### config.mk
export PLATFORM = sky130hd
export DESIGN_NAME = div_unit_flat
export DESIGN_NICKNAME = d
export VERILOG_FILES = /design/src/rtl/div_unit_pkg.sv /design/src/rtl/div_unit_if.sv /design/src/rtl/div_unit_step.sv /design/src/rtl/div_unit.sv /design/src/flat_wrapper.sv
export SDC_FILE = /design/constraint.sdc
export NUM_CORES = 1
export LEC_CHECK = 0
export ABC_AREA = 1
export CORE_MARGIN = 4
export CORE_UTILIZATION = 45
export DETAILED_ROUTE_END_ITERATION = 8
export PLACE_DENSITY = 0.64
export SYNTH_ARGS = -nofsm -noshare
export SYNTH_HDL_FRONTEND = slang
export SYNTH_HIERARCHICAL = 1
export SYNTH_SLANG_ARGS = --single-unit
### constraint.sdc
create_clock -name clk -period 5.4 [get_ports clk]
set_input_delay 1.08 -clock clk [delete_from_list [all_inputs] [get_ports clk]]
set_output_delay 1.08 -clock clk [all_outputs]
set_load 0.05 [all_outputs]
### src/rtl/div_unit_pkg.sv
// Shared types and constants for the multi-cycle DIV/DIVU unit.
package div_unit_pkg;

    localparam int unsigned DATA_W = 32;
    localparam int unsigned CNT_W  = 5;

    // Handshake encodings shared with the EX stage
    localparam logic DIV_START            = 1'b1;
    localparam logic DIV_STOP             = 1'b0;
    localparam logic DIV_RESULT_READY     = 1'b1;
    localparam logic DIV_RESULT_NOT_READY = 1'b0;
    localparam logic DIV_ANNUL            = 1'b1;

    // ALU op encodings decoded in ID and carried through EX
    localparam logic [7:0] EXE_DIV_OP  = 8'b0001_1010;
    localparam logic [7:0] EXE_DIVU_OP = 8'b0001_1011;

    typedef enum logic [1:0] {
        DIV_FREE   = 2'b00,
        DIV_BYZERO = 2'b01,
        DIV_ON     = 2'b10,
        DIV_END    = 2'b11
    } div_state_e;

    // {HI, LO} = {remainder, quotient}
    typedef struct packed {
        logic [DATA_W-1:0] rem;
        logic [DATA_W-1:0] quo;
    } div_result_t;

    // Two's complement negate when requested
    function automatic logic [DATA_W-1:0] neg_if(input logic neg, input logic [DATA_W-1:0] x);
        return neg ? DATA_W'(-x) : x;
    endfunction

    // Magnitude of an operand in signed mode, raw value otherwise
    function automatic logic [DATA_W-1:0] abs_if(input logic sgn, input logic [DATA_W-1:0] x);
        return neg_if(sgn & x[DATA_W-1], x);
    endfunction

endpackage

### src/rtl/div_unit_if.sv
// EX <-> divider request/response bundle.
interface div_unit_if;
    import div_unit_pkg::*;

    logic              signed_div_i;
    logic [DATA_W-1:0] opdata1_i;
    logic [DATA_W-1:0] opdata2_i;
    logic              start_i;
    logic              annul_i;
    div_result_t       result_o;
    logic              ready_o;

    modport master (
        output signed_div_i, opdata1_i, opdata2_i, start_i, annul_i,
        input  result_o, ready_o
    );

    modport slave (
        input  signed_div_i, opdata1_i, opdata2_i, start_i, annul_i,
        output result_o, ready_o
    );
endinterface

### src/rtl/div_unit_step.sv
// One restoring shift/compare/subtract iteration producing one quotient bit.
module div_unit_step
    import div_unit_pkg::*;
(
    input  logic [DATA_W-1:0] i_rem,
    input  logic [DATA_W-1:0] i_quo,
    input  logic [DATA_W-1:0] i_divisor,
    output logic [DATA_W-1:0] o_rem,
    output logic [DATA_W-1:0] o_quo
);
    logic [DATA_W:0] w_sh;
    logic            w_ge;

    // Partial remainder stays below the divisor, so the shifted value needs one extra bit
    assign w_sh  = {i_rem, i_quo[DATA_W-1]};
    assign w_ge  = (w_sh >= {1'b0, i_divisor});
    // When w_ge holds the true difference fits in DATA_W bits, so modular subtract is exact
    assign o_rem = w_ge ? (w_sh[DATA_W-1:0] - i_divisor) : w_sh[DATA_W-1:0];
    assign o_quo = {i_quo[DATA_W-2:0], w_ge};
endmodule

### src/rtl/div_unit.sv
// Multi-cycle restoring divider for DIV/DIVU; one quotient bit per cycle.
module div_unit (
    input  logic       clk,
    input  logic       rst,
    div_unit_if.slave  bus
);
    import div_unit_pkg::*;

    div_state_e        r_state;
    logic [CNT_W-1:0]  r_cnt;
    logic [DATA_W-1:0] r_rem;
    logic [DATA_W-1:0] r_quo;
    logic [DATA_W-1:0] r_div;
    logic              r_qneg;
    logic              r_rneg;
    logic              r_ready;
    div_result_t       r_result;

    logic [DATA_W-1:0] w_rem;
    logic [DATA_W-1:0] w_quo;
    logic              w_req;
    logic              w_annul;

    assign w_annul = (bus.annul_i == DIV_ANNUL);
    assign w_req   = (bus.start_i == DIV_START) && !w_annul;

    div_unit_step u_step (
        .i_rem     (r_rem),
        .i_quo     (r_quo),
        .i_divisor (r_div),
        .o_rem     (w_rem),
        .o_quo     (w_quo)
    );

    // Control FSM, operand latch, iteration and sign fix; outputs loaded on entry to END
    always_ff @(posedge clk or posedge rst) begin
        if (rst) begin
            r_state  <= DIV_FREE;
            r_cnt    <= '0;
            r_rem    <= '0;
            r_quo    <= '0;
            r_div    <= '0;
            r_qneg   <= 1'b0;
            r_rneg   <= 1'b0;
            r_ready  <= DIV_RESULT_NOT_READY;
            r_result <= '0;
        end else begin
            case (r_state)
                DIV_FREE: begin
                    r_ready  <= DIV_RESULT_NOT_READY;
                    r_result <= '0;
                    if (w_req) begin
                        if (bus.opdata2_i == '0) begin
                            r_state <= DIV_BYZERO;
                        end else begin
                            r_state <= DIV_ON;
                            r_cnt   <= '0;
                            r_rem   <= '0;
                            r_quo   <= abs_if(bus.signed_div_i, bus.opdata1_i);
                            r_div   <= abs_if(bus.signed_div_i, bus.opdata2_i);
                            r_qneg  <= bus.signed_div_i &
                                       (bus.opdata1_i[DATA_W-1] ^ bus.opdata2_i[DATA_W-1]);
                            r_rneg  <= bus.signed_div_i & bus.opdata1_i[DATA_W-1];
                        end
                    end
                end
                DIV_BYZERO: begin
                    if (w_annul) begin
                        r_state <= DIV_FREE;
                    end else begin
                        r_state  <= DIV_END;
                        r_ready  <= DIV_RESULT_READY;
                        r_result <= '0;
                    end
                end
                DIV_ON: begin
                    if (w_annul) begin
                        r_state <= DIV_FREE;
                    end else begin
                        r_rem <= w_rem;
                        r_quo <= w_quo;
                        r_cnt <= CNT_W'(r_cnt + 1'b1);
                        if (r_cnt == CNT_W'(DATA_W - 1)) begin
                            r_state      <= DIV_END;
                            r_ready      <= DIV_RESULT_READY;
                            r_result.rem <= neg_if(r_rneg, w_rem);
                            r_result.quo <= neg_if(r_qneg, w_quo);
                        end
                    end
                end
                DIV_END: begin
                    if (bus.start_i == DIV_STOP) begin
                        r_state  <= DIV_FREE;
                        r_ready  <= DIV_RESULT_NOT_READY;
                        r_result <= '0;
                    end
                end
                default: r_state <= DIV_FREE;
            endcase
        end
    end

    assign bus.result_o = r_result;
    assign bus.ready_o  = r_ready;
endmodule
### src/flat_wrapper.sv
// flat-port wrapper written by rule: the top's interface ports become plain ports
module div_unit_flat import div_unit_pkg::*;
  (clk, rst, bus_signed_div_i, bus_opdata1_i, bus_opdata2_i, bus_start_i, bus_annul_i, bus_result_o, bus_ready_o);
  div_unit_if bus_i ();
  input  logic clk;
  input  logic rst;
  input wire logic [$bits(bus_i.signed_div_i)-1:0] bus_signed_div_i;
  input wire logic [$bits(bus_i.opdata1_i)-1:0] bus_opdata1_i;
  input wire logic [$bits(bus_i.opdata2_i)-1:0] bus_opdata2_i;
  input wire logic [$bits(bus_i.start_i)-1:0] bus_start_i;
  input wire logic [$bits(bus_i.annul_i)-1:0] bus_annul_i;
  output wire logic [$bits(bus_i.result_o)-1:0] bus_result_o;
  output wire logic [$bits(bus_i.ready_o)-1:0] bus_ready_o;
  assign bus_i.signed_div_i = bus_signed_div_i;
  assign bus_i.opdata1_i = bus_opdata1_i;
  assign bus_i.opdata2_i = bus_opdata2_i;
  assign bus_i.start_i = bus_start_i;
  assign bus_i.annul_i = bus_annul_i;
  assign bus_result_o = bus_i.result_o;
  assign bus_ready_o = bus_i.ready_o;
  div_unit u_core (.clk(clk), .rst(rst), .bus(bus_i));
endmodule
# After elaboration in Yosys (flattened, before gate mapping)
# Index checks and enable logic that the tools add are counted.
dict set report classes {
  n_mux 34
  n_lt_le_gt_ge 1
  addsub 6
  eq_ne 11
  bitwise 5
  reduce_logical 9
}
# cell count
set op_table {}
lappend op_table {{$mux W32} 11}
lappend op_table {{$mux W64} 4}
lappend op_table {{$pmux W64 S4} 1}
lappend op_table {{$neg A32 Y32} 4}
lappend op_table {{$pmux W32 S2} 2}
lappend op_table {{$ge A33 B32 Y1} 1}
lappend op_table {{$logic_not A32 Y1} 1}
lappend op_table {{$sub A32 B32 Y32} 1}
lappend op_table {{$mux W5} 3}
lappend op_table {{$mux W2} 6}
lappend op_table {{$pmux W5 S2} 1}
lappend op_table {{$ne A2 B2 Y1 const B} 4}
lappend op_table {{$pmux W2 S4} 1}
lappend op_table {{$reduce_and A4 Y1} 2}
lappend op_table {{$reduce_and A3 Y1} 2}
lappend op_table {{$add A5 B1 Y5 const B} 1}
lappend op_table {{$eq A5 B5 Y1 const B} 1}
lappend op_table {{$eq A2 B2 Y1 const B} 2}
lappend op_table {{$mux W1} 4}
lappend op_table {{$ne A2 B1 Y1 const B} 2}
lappend op_table {{$pmux W1 S4} 1}
lappend op_table {{$and A1 B1 Y1} 3}
lappend op_table {{$ne A3 B2 Y1 const B} 1}
lappend op_table {{$eq A2 B1 Y1 const B} 1}
lappend op_table {{other kinds (6)} 6}
dict set report totals {
  register_bits 170
  out_inout_bits 65
  in_bits 69
  word_cells 76
}

# Longest topological paths before layout
# Gate-level depths: netlist of run 1.
dict set report depth {
  depth_word 7
  depth_mapped 28
}

# Hierarchy
# The synthesis of run 1 kept the hierarchy.
# module cells_each instances area_each_um2
set modules_own_cells {}
lappend modules_own_cells {div_unit 1539 1 10392.5}
lappend modules_own_cells {div_unit_step 684 1 3433.3}

# Least setup slack after synthesis of run 1
# OpenSTA, ideal clock, no wires.
dict set report synth_timing {
  kind {register to register}
  start {register u_core.r_rem[2]}
  end {register u_core.r_result (netlist bit u_core/bus.result_o[26])}
  stages_incl_launch_ff 23
  arrival_time_ns 2.952
  slack_ns 2.331
  synth_period_minus_slack_ns 3.069
  required_ns 5.282
  setup_ns 0.118
  cell_sequence {dfrtp_1 ha_1 nand2_2 inv_1 nand2_1 nand2_1 nand2_1 nand3_2 nand2_2 nand2_2 nand2_4 nand2_8 buf_6 buf_4 inv_1 ha_1 nand3_1 nor2_1 nand3b_1 o21ai_0 nand3_1 nand3_1 nand2_1}
}
dict set report synth_between {
  elab_chain_cells 6
}
# item line_no
set synth_rtl {}
lappend synth_rtl {{from (decl)} div_unit.sv:11} ;# logic [DATA_W-1:0] r_rem;
lappend synth_rtl {{from (signal assigned)} div_unit.sv:80} ;# r_rem <= w_rem;
lappend synth_rtl {{$ge A33 B32 Y1} div_unit_step.sv:16} ;# assign w_ge = (w_sh >= {1'b0, i_divisor});
lappend synth_rtl {{net u_core.u_step.w_ge} div_unit_step.sv:12} ;# logic w_ge;
lappend synth_rtl {{$neg A32 Y32} div_unit_pkg.sv:33} ;# return neg ? DATA_W'(-x) : x;
lappend synth_rtl {{$mux W32} div_unit_pkg.sv:33}
lappend synth_rtl {{$mux W64} div_unit.sv:83} ;# if (r_cnt == CNT_W'(DATA_W - 1)) begin
lappend synth_rtl {{$mux W64} div_unit.sv:77} ;# if (w_annul) begin
lappend synth_rtl {{$pmux W64 S4} div_unit.sv:48} ;# case (r_state)
lappend synth_rtl {{to (decl)} div_unit.sv:17} ;# div_result_t r_result;
# The timed path passes the listed nets, and every way through them passes these cells. The select of a mux whose other input is x is not followed.
# A chain may end at the register's enable or synchronous reset.

# Worst setup path after layout of run 1
dict set report layout_timing {
  start {register u_core.r_div[21]}
  end {register u_core.r_result (netlist bit u_core/bus.result_o[60])}
}
dict set report layout_between {
  elab_chain_cells 7
}
# item line_no
set layout_rtl {}
lappend layout_rtl {{from (decl)} div_unit.sv:13} ;# logic [DATA_W-1:0] r_div;
lappend layout_rtl {{from (signal assigned)} div_unit.sv:60} ;# r_div <= abs_if(bus.signed_div_i, bus.opdata2_i);
lappend layout_rtl {{$ge A33 B32 Y1} div_unit_step.sv:16}
lappend layout_rtl {{net u_core.w_quo[0]} div_unit.sv:20} ;# logic [DATA_W-1:0] w_quo;
lappend layout_rtl {{$mux W32} div_unit_step.sv:18} ;# assign o_rem = w_ge ? (w_sh[DATA_W-1:0] - i_divisor) : w_sh[DATA_W-1:0];
lappend layout_rtl {{net u_core.w_rem[1]} div_unit.sv:19} ;# logic [DATA_W-1:0] w_rem;
lappend layout_rtl {{$neg A32 Y32} div_unit_pkg.sv:33}
lappend layout_rtl {{$mux W32} div_unit_pkg.sv:33}
lappend layout_rtl {{$mux W64} div_unit.sv:83}
lappend layout_rtl {{$mux W64} div_unit.sv:77}
lappend layout_rtl {{$pmux W64 S4} div_unit.sv:48}
# The timed path passes the listed nets, and every way through them passes these cells. The select of a mux whose other input is x is not followed.

==> results of run 1 <==
[synthesized netlist by cell type (23+ instances only)]
cell      instances
buf_2            28
nand2_1         862
a21oi_1          50
dfrtp_1         170
nand3_1         205
nor2_1          172
ha_1             43
o21ai_0         151
buf_4            39
clkbuf_1         23
xor2_1           42
inv_1           273
[power breakdown]
group	switching [W]	internal [W]	total (W)
Combinational	0.00501	0.00210	0.00711
Clock	0.000574	0.000628	0.00120
Sequential	0.000429	0.00177	0.00219
[metal layers]
| layer | part of all wire | up-vias | global-route usage |
|---|---|---|---|
| met2 | 0.44 | 435 | 0.397 |
| met4 | 0.014 | 0 | 0.0572 |
| li1 | - | 7075 | - |
| met5 | 0 | - | 0 |
| met3 | 0.065 | 40 | 0.0377 |
| met1 | 0.48 | 6462 | 0.392 |
[cell usage in the layout (no fill, tap or decap), types with 22 or more instances in the layout]
master,netlist,final
xor2_1,42,42
inv_1,273,271
nand3_1,205,205
ha_1,43,42
clkdlybuf4s50_1,0,133
a21oi_1,50,49
dfrtp_1,170,170
nor2_1,172,172
nand2_1,862,862
o21ai_0,151,151
nand4_1,22,22
[registers in the layout, summed over array words and instances (netlist names)]
register and flops:
u_core/r_qneg 1, u_core/r_rem 32, u_core/r_rneg 1, u_core/bus.ready_o 1, u_core/bus.result_o 64, u_core/r_state 2, u_core/r_cnt 5, u_core/r_quo 32
u_core/r_div 32
[stage by stage]
stage               instance area, um2  hold slack (ns)  cells
floorplan                        13800            0.449   2223
global placement                 15100            0.464   2657
detailed placement               15100            0.466   2657
CTS                              15700            0.484   2689
global route                     15700            0.501   2689
finish                           15700            0.481   2689
[path summary, 6_finish.rpt]
check	slack (ns)	cells after the start	to
worst min-delay path	0.48	2	u_core/bus.result_o[46]
worst max-delay path	1.30	19	u_core/bus.result_o[60]
min in group asynchronous	1.10	3	u_core/r_state[1]
worst min register to register	0.48	2	u_core/bus.result_o[46]
max in group asynchronous	3.80	3	u_core/bus.result_o[30]
worst max register to register	1.30	19	u_core/bus.result_o[60]
[logic make-up (layout without fill, tap and decap cells)]
| kind of cell | after synthesis | count (layout) | share of synthesized area |
|---|---|---|---|
| adders and majority gates | 44 | 44 | 0.0404 |
| DFF | 170 | 170 | 0.308 |
| and+or+nand+nor | 1353 | 1353 | 0.414 |
| buffers and inverters | 381 | 457 | 0.122 |
| AOI/OAI and AO/OA | 229 | 229 | 0.0873 |
| xor gates and xnor gates | 46 | 46 | 0.0291 |
[layout make-up]
| class | instances | area [um2] | area share |
|---|---|---|---|
| Clock buffer | 20 | 457 | 0.0291 |
| Clock inverter | 12 | 105 | 0.00669 |
| Inverter | 280 | 1050 | 0.0672 |
| Multi-Input combinational cell | 1672 | 7900 | 0.503 |
| Sequential cell | 170 | 4250 | 0.271 |
| Tap cell | 390 | 488 | 0.0311 |
| Timing Repair Buffer | 145 | 1450 | 0.0921 |
[critical path: cells and delay by family (launching register included)]
kind / cells / cell delay, ns
simple gates: 12 / 2.20
flops: 1 / 0.50
compound gates: 2 / 0.51
fa+ha+maj: 2 / 0.52
buf+inv: 3 / 0.29
==> results.py, run 1 <==
metrics = {
    "detailed_routing": {
        "drtIter0Drc": 1448,
        "wl_per_cell_um": 16.1,
        "viasPerCell": 5.21,
        "wl_um": 43400,
        "drc": 0,
        "ant_nets": 0,
        "vias": 14000,
        "drt_pass1_iterations": 5,
    },
    "timing": {
        "worstMarginPinSlew_ns": 1.09,
        "fin_ws_ns": 1.30,
        "hold_viol": 0,
        "max-slew-margin-rel": 0.270,
        "rsz0062_at_grt": "no",
        "fin_crit_ns": 4.10,
        "skew_ns": 0.0192,
        "setup_violations": 0,
        "slew_violations": 0,
        "clock.fmax_mhz": 244,
        "post-route-period-util": 0.760,
        "setup-tns-final_ns": 0,
    },
    "clock_network": {
        "cts_resized": 0,
        "cts_root_buffer": "clkbuf_16",
        "clock_sinks": 170,
        "hold_buffers": 0,
        "cts_tree": "yes",
        "cts_setup_buffers": 0,
        "htreeDepth": 4,
        "numCtsBuffers": 17,
        "worst_skew_pair.late_latency_ns": 0.46,
        "cts_buffer_depth": 2,
        "clkTransAtPathRegs_ns": 0.07,
    },
    "yosys": {
        "yosysTopAreaCellShare": 0.308,
        "synth.avg_cell_area_um2": 6.22,
        "synth_nets": 2336,
        "yosys.area.top_type": "dfrtp_1",
        "yosysSeqAreaShare": 0.308,
        "ys_ff_latch": 170,
        "synth_cell_types": 46,
        "syn_area_um2": 13800,
        "synth_area_leaders": "dfrtp_1, nand2_1, nand3_1",
        "ys_warn_count": 6,
        "synth_edf_count": 0,
        "ys_async_sr_fraction": 1.00,
        "ys.flop_type": "dfrtp_1",
        "synthCells": 2223,
    },
    "outcome": {
        "outcome": "finished clean",
    },
    "setup_path": {
        "path_cells": "inv_1, ha_1, nand2_1, nor2_1, inv_1, nor3_2, nand2_4, nand2_8, o21ai_0, inv_1, ha_1, nand3_1, nor2_2, nand3_1, o21ai_1, nand2_1, nand2_1, nand3_1, nand2_1",
        "cp-startpoint": "u_core/r_div[21]",
        "cp_slowest_stage_delay_ns": 0.50,
        "path_class": "flop to flop",
        "cp_common_cell": "nand2_1",
        "crit_path_max_fanout": 36,
        "cp-start-kind": "flop",
        "crit_path_top_delay_cell": "dfrtp_1",
        "cp_data_arrival_time_ns": 4.49,
        "r2r_start": "u_core/r_div[21]",
        "required_ns": 5.78,
        "end_kind": "flop",
    },
    "die": {
        "dieArea_um2": 33600,
        "core_region_area_um2": 30000,
        "initial_utilization": 0.462,
        "fp.dieW_um": 183,
        "die_h_um": 183,
        "rows": 63,
        "ios": 134,
    },
    "finish": {
        "antenna_cells": 0,
        "fillCellCount": 3084,
        "post-route-util": 0.524,
        "nNetsFinal": 2399,
        "syn_to_final_growth_pct": 13.6,
        "drive_gt1_frac": 0.0448,
    },
    "global_route": {
        "grt_first_pass_wirelength_um": 70200,
        "grt_pass1_vias": 13100,
        "antenna_found_initial": 3,
        "grt_max_degree": 109,
        "grtUsageTotal": 0.260,
        "grt.overflow.total": 0,
    },
    "pwr": {
        "p_total_w": 0.0105,
        "ir_drop_uv": 566,
        "power.density_nw_per_um2": 669,
        "p_leak_nw": 8.13,
    },
    "place": {
        "gp_congestion": 0.976,
        "dp_slack_ns": 1.40,
        "port_buffers": 133,
        "hpwl_um": 33300,
    },
    "run": {
        "cap_violations": 0,
    },
    "worst_hold_path": {
        "hp-start": "u_core/bus.result_o[46]",
        "hold_class": "flop to flop",
    },
}
Power figures use the tool's default switching activity.
==> run 2: changes to the inputs <==
==> constraint.sdc (replaced) <==
create_clock -name clk -period 3.6 [get_ports clk]
set_input_delay 0.72 -clock clk [delete_from_list [all_inputs] [get_ports clk]]
set_output_delay 0.72 -clock clk [all_outputs]
set_load 0.05 [all_outputs]
==> run 2 against run 1 <==
Combinational power increased by 66%. Non-clock buffer count grew 39. Utilization rose by 2.4 points. Clock skew decreased by 0.0069 ns. Sequential share of layout area shrank 1.2 points. Fmax up 18%. Register-to-register slack worse by 1.2 ns.
==> results.py, run 2 (same netlist as run 1, synthesis figures left out) <==
metrics = {
    "detailed_routing": {
        "wl_per_cell_um": 16.8,
        "drt_pass1_iterations": 6,
        "ant_nets": 0,
        "vias": 14300,
        "drc": 0,
        "wl_um": 45800,
        "drtIter0Drc": 1347,
        "viasPerCell": 5.23,
    },
    "die": {
        "initial_utilization": 0.462,
        "dieArea_um2": 33600,
        "rows": 63,
        "fp.dieW_um": 183,
        "core_region_area_um2": 30000,
        "ios": 134,
        "die_h_um": 183,
    },
    "global_route": {
        "grt_max_degree": 70,
        "grt.overflow.total": 0,
        "antenna_found_initial": 1,
        "met1_usage": 0.413,
        "grtUsageMet2": 0.404,
        "grtUsageTotal": 0.270,
        "grt_first_pass_wirelength_um": 71900,
        "grt_pass1_vias": 13100,
        "grt_util_met3": 0.0317,
        "grt.busiest_layer": "met1",
    },
    "worst_hold_path": {
        "hold_class": "flop to flop",
        "hp-start": "u_core/bus.result_o[31]",
    },
    "place": {
        "dp_slack_ns": -0.0397,
        "port_buffers": 133,
        "gp_congestion": 0.992,
        "hpwl_um": 35500,
    },
    "clock_network": {
        "clkTransAtPathRegs_ns": 0.07,
        "worst_skew_pair.late_latency_ns": 0.45,
        "htreeDepth": 4,
        "numCtsBuffers": 17,
        "cts_tree": "yes",
        "cts_root_buffer": "clkbuf_16",
        "cts_buffer_depth": 2,
        "clock_sinks": 170,
    },
    "outcome": {
        "outcome": "finished clean",
    },
    "finish": {
        "syn_to_final_growth_pct": 18.7,
        "final_common_cell": "nand2_1",
        "nNetsFinal": 2439,
        "largest_register_ffs": 64,
        "drive_gt1_frac": 0.0791,
        "antenna_cells": 0,
        "final_cell_mix": "nand2_1, inv_1, nand3_1",
    },
    "setup_path": {
        "cp_data_arrival_time_ns": 3.86,
        "cp-startpoint": "u_core/r_div[18]",
        "r2r_start": "u_core/r_div[18]",
        "required_ns": 3.99,
        "crit_path_max_fanout": 13,
        "path_class": "flop to flop",
        "end_kind": "flop",
        "cp-start-kind": "flop",
    },
    "pwr": {
        "power.density_nw_per_um2": 1040,
        "ir_drop_uv": 811,
        "p_leak_nw": 8.38,
    },
    "timing": {
        "fin_ws_ns": 0.132,
        "setup_violations": 0,
        "setup-tns-final_ns": 0,
        "fin_crit_ns": 3.47,
        "hold_viol": 0,
        "post-route-period-util": 0.963,
        "max-slew-margin-rel": 0.273,
        "worstMarginPinSlew_ns": 1.09,
        "clock.fmax_mhz": 288,
        "skew_ns": 0.0124,
        "slew_violations": 0,
    },
    "run": {
        "cap_violations": 0,
    },
}
## run 2: layout make-up
cell class | count | area [um2]
Clock inverter | 14 | 160
Sequential cell | 170 | 4260
Tap cell | 390 | 488
Multi-Input combinational cell | 1673 | 8160
Inverter | 280 | 1050
Clock buffer | 18 | 439
Fill cell | 3037 | 13500
Timing Repair Buffer | 184 | 1850
## run 2: worst max-delay path: stages, from the launching register on
cell and delay (ns):
dfrtp_1 0.38, inv_1 0.20, ha_4 0.26, nand2_1 0.12, nor2_2 0.06, nand2_1 0.10
nor2_2 0.07, nand2_1 0.10, nand3_1 0.13, nor2_4 0.27, nand2_8 0.14, buf_4 0.21
nand3_2 0.11, nand2_1 0.12, or2_2 0.30, nor2_1 0.09, inv_1 0.08, o21ai_1 0.16
buf_4 0.14, nand2_1 0.06, a21oi_1 0.12, o21ai_0 0.10, nand2_1 0.07
## run 2: worst paths after layout
path / to / slack (ns) / cells after the start
setup / recovery: u_core/bus.result_o[54] / 0.13 / 22
hold / removal: u_core/bus.result_o[31] / 0.48 / 2
setup reg to reg: u_core/bus.result_o[54] / 0.13 / 22
hold reg to reg: u_core/bus.result_o[31] / 0.48 / 2
max in group asynchronous: u_core/bus.result_o[12] / 2.27 / 3
min in group asynchronous: u_core/r_div[17] / 0.70 / 2
## run 2: metrics by stage
step                power [W]   util  hold WS (ns)  instance area, um2  cells
floorplan              0.0112      -         0.449               13800   2223
global placement       0.0144  0.518         0.466               15500   2694
detailed placement     0.0145  0.518         0.467               15500   2694
CTS                    0.0165  0.539         0.485               16100   2726
global route           0.0185  0.548         0.497               16400   2729
finish                 0.0170  0.548         0.480               16400   2729
## run 2: repair_timing
item,4_1_cts,5_1_grt
setup endpoints to repair,6,29
pin swaps,0,4
buffers inserted,0,2
gates resized for setup,3,47
hold buffers,0,0
gates cloned,0,1
## run 2: routing by layer
layer  wire (um)  vias to the layer above
li1            -                     7171
met1       22200                     6606
met2       19700                      446
met3        2980                       46
met4         906                        2
met5          15                        -
## run 2: report_power, final
group	total, W	switching, W	internal, W
Combinational	0.0118	0.00796	0.00384
Clock	0.00193	0.000876	0.00106
Sequential	0.00331	0.000664	0.00265
Total	0.0170	0.00950	0.00754
==> run 3: changes to the inputs <==
--- a/config.mk
+++ b/config.mk
@@ -9,7 +9,7 @@
 export CORE_MARGIN = 4
 export CORE_UTILIZATION = 45
 export DETAILED_ROUTE_END_ITERATION = 8
-export PLACE_DENSITY = 0.64
+export PLACE_DENSITY = 0.61
 export SYNTH_ARGS = -nofsm -noshare
 export SYNTH_HDL_FRONTEND = slang
 export SYNTH_HIERARCHICAL = 1
==> constraint.sdc (replaced) <==
create_clock -name clk -period 3.7 [get_ports clk]
set_input_delay 0.74 -clock clk [delete_from_list [all_inputs] [get_ports clk]]
set_output_delay 0.74 -clock clk [all_outputs]
set_load 0.05 [all_outputs]
==> run 3 against run 2 <==
Combinational power shrank 8%. Non-clock buffer count down 16. Critical path type unchanged. Global-route usage is essentially flat. Sequential power decreased by 2%.
==> results.py, run 3 (same netlist as run 1, synthesis figures left out) <==
metrics = {
    "detailed_routing": {
        "drtIter0Drc": 1316,
        "wl_per_cell_um": 16.8,
        "viasPerCell": 5.25,
        "vias": 14200,
        "drc": 0,
        "wl_um": 45700,
        "drt_pass1_iterations": 5,
        "ant_nets": 0,
    },
    "timing": {
        "post-route-period-util": 0.935,
        "skew_ns": 0.0183,
        "fin_crit_ns": 3.46,
        "setup-tns-final_ns": 0,
        "slew_violations": 0,
        "setup_violations": 0,
        "clock.fmax_mhz": 289,
        "max-slew-margin-rel": 0.470,
        "worstMarginPinSlew_ns": 0.795,
        "hold_viol": 0,
    },
    "clock_network": {
        "clock_sinks": 170,
        "numCtsBuffers": 17,
        "worst_skew_pair.late_latency_ns": 0.45,
        "cts_resized": 0,
        "hold_buffers": 0,
        "cts_tree": "yes",
        "clkTransAtPathRegs_ns": 0.08,
        "cts_setup_buffers": 0,
        "cts_buffer_depth": 2,
        "htreeDepth": 4,
        "cts_root_buffer": "clkbuf_16",
    },
    "global_route": {
        "grtUsageTotal": 0.269,
        "grtUsageMet2": 0.396,
        "grt.busiest_layer": "met1",
        "grt_first_pass_wirelength_um": 71200,
        "met1_usage": 0.418,
        "grt_max_degree": 109,
        "grt.overflow.total": 0,
        "grt_pass1_vias": 12800,
        "antenna_found_initial": 0,
        "grt_util_met3": 0.0373,
    },
    "outcome": {
        "outcome": "finished clean",
    },
    "finish": {
        "post-route-util": 0.534,
        "final_cell_mix": "nand2_1, inv_1, nand3_1",
        "nNetsFinal": 2422,
        "antenna_cells": 0,
        "final_common_cell": "nand2_1",
        "fillCellCount": 3119,
        "syn_to_final_growth_pct": 15.7,
        "largest_register_ffs": 64,
        "seq_area_um2": 4260,
        "finalNonFillerCells": 2712,
        "drive_gt1_frac": 0.0612,
        "multi_input_area_um2": 7950,
        "final_area_um2": 16000,
    },
    "die": {
        "core_region_area_um2": 30000,
        "dieArea_um2": 33600,
        "rows": 63,
        "fp.dieW_um": 183,
        "initial_utilization": 0.462,
        "ios": 134,
        "die_h_um": 183,
    },
    "setup_path": {
        "required_ns": 4.05,
        "r2r_cells": 19,
        "path_class": "flop to flop",
        "crit_path_max_fanout": 10,
        "r2r_start": "u_core/r_rem[16]",
        "r2r_setup_slack_ns": 0.24,
        "r2r_end": "u_core/bus.result_o[50]",
        "crit_end": "u_core/bus.result_o[50]",
        "cp-start-kind": "flop",
        "cp-startpoint": "u_core/r_rem[16]",
        "end_kind": "flop",
        "cp_data_arrival_time_ns": 3.81,
    },
    "place": {
        "placed_cells": 2680,
        "port_buffers": 133,
        "hpwl_um": 35900,
        "place_area_um2": 15400,
        "gp_congestion": 0.949,
    },
    "run": {
        "cap_violations": 0,
    },
    "worst_hold_path": {
        "hold_class": "flop to flop",
        "whs_path_depth": 2,
    },
    "pwr": {
        "p_leak_nw": 8.28,
        "ir_drop_uv": 542,
        "power.density_nw_per_um2": 993,
    },
}
-- run 3: power by group --
group          switching (W)  internal (W)
logic                0.00750       0.00330
clock network       0.000900      0.000967
registers           0.000649       0.00258
total                0.00905       0.00685
-- run 3: worst min-delay path by stage --
stage	from	endpoint	slack (ns)
CTS	u_core/r_quo[31]	u_core/r_quo[31]	0.48
detailed placement	u_core/r_quo[31]	u_core/r_quo[31]	0.47
global placement	u_core/bus.result_o[18]	u_core/bus.result_o[18]	0.47
finish	u_core/r_quo[31]	u_core/r_quo[31]	0.48
floorplan	u_core/r_quo[31]	u_core/r_quo[31]	0.45
global route	u_core/bus.result_o[27]	u_core/bus.result_o[27]	0.51
-- run 3: cell type report --
class	count	area share
multi-input combinational	1672	0.497
sequential	170	0.266
timing repair buffer	168	0.104
inverter	280	0.0659
tap	390	0.0305
clock buffer	17	0.0266
clock inverter	15	0.0106
-- run 3: critical path, stage by stage (launching register included) --
cell     delay, ns
dfrtp_1       0.44
ha_1          0.41
nand2_1       0.17
nor2_2        0.07
nand2_1       0.09
nor2_2        0.05
nand2_1       0.09
nand3_1       0.12
nor2_4        0.25
nand2_8       0.11
o21ai_0       0.27
inv_1         0.12
ha_1          0.21
nand3_1       0.20
nor2_4        0.09
nand3_2       0.13
o21ai_1       0.12
or2_2         0.30
nand3_1       0.07
nand2_1       0.05
-- run 3: metrics by stage --
| step | setup WS [ns] | power, W | hold WS, ns |
|---|---|---|---|
| after global routing | -0.0170 | 0.0173 | 0.513 |
| final | 0.241 | 0.0159 | 0.479 |
| after detailed placement | 0.0655 | 0.0138 | 0.466 |
| after global placement | 0.120 | 0.0137 | 0.465 |
| after floorplan | 0.631 | 0.0109 | 0.449 |
| after CTS | 0.0379 | 0.0157 | 0.482 |
-- run 3: layer usage --
layer | up-vias | part of all wire | wire length (um)
met1 | 6587 | 0.49 | 22400
met4 | 0 | 0.017 | 794
li1 | 7134 | - | -
met3 | 40 | 0.067 | 3080
met5 | - | 0 | 0
met2 | 470 | 0.42 | 19400
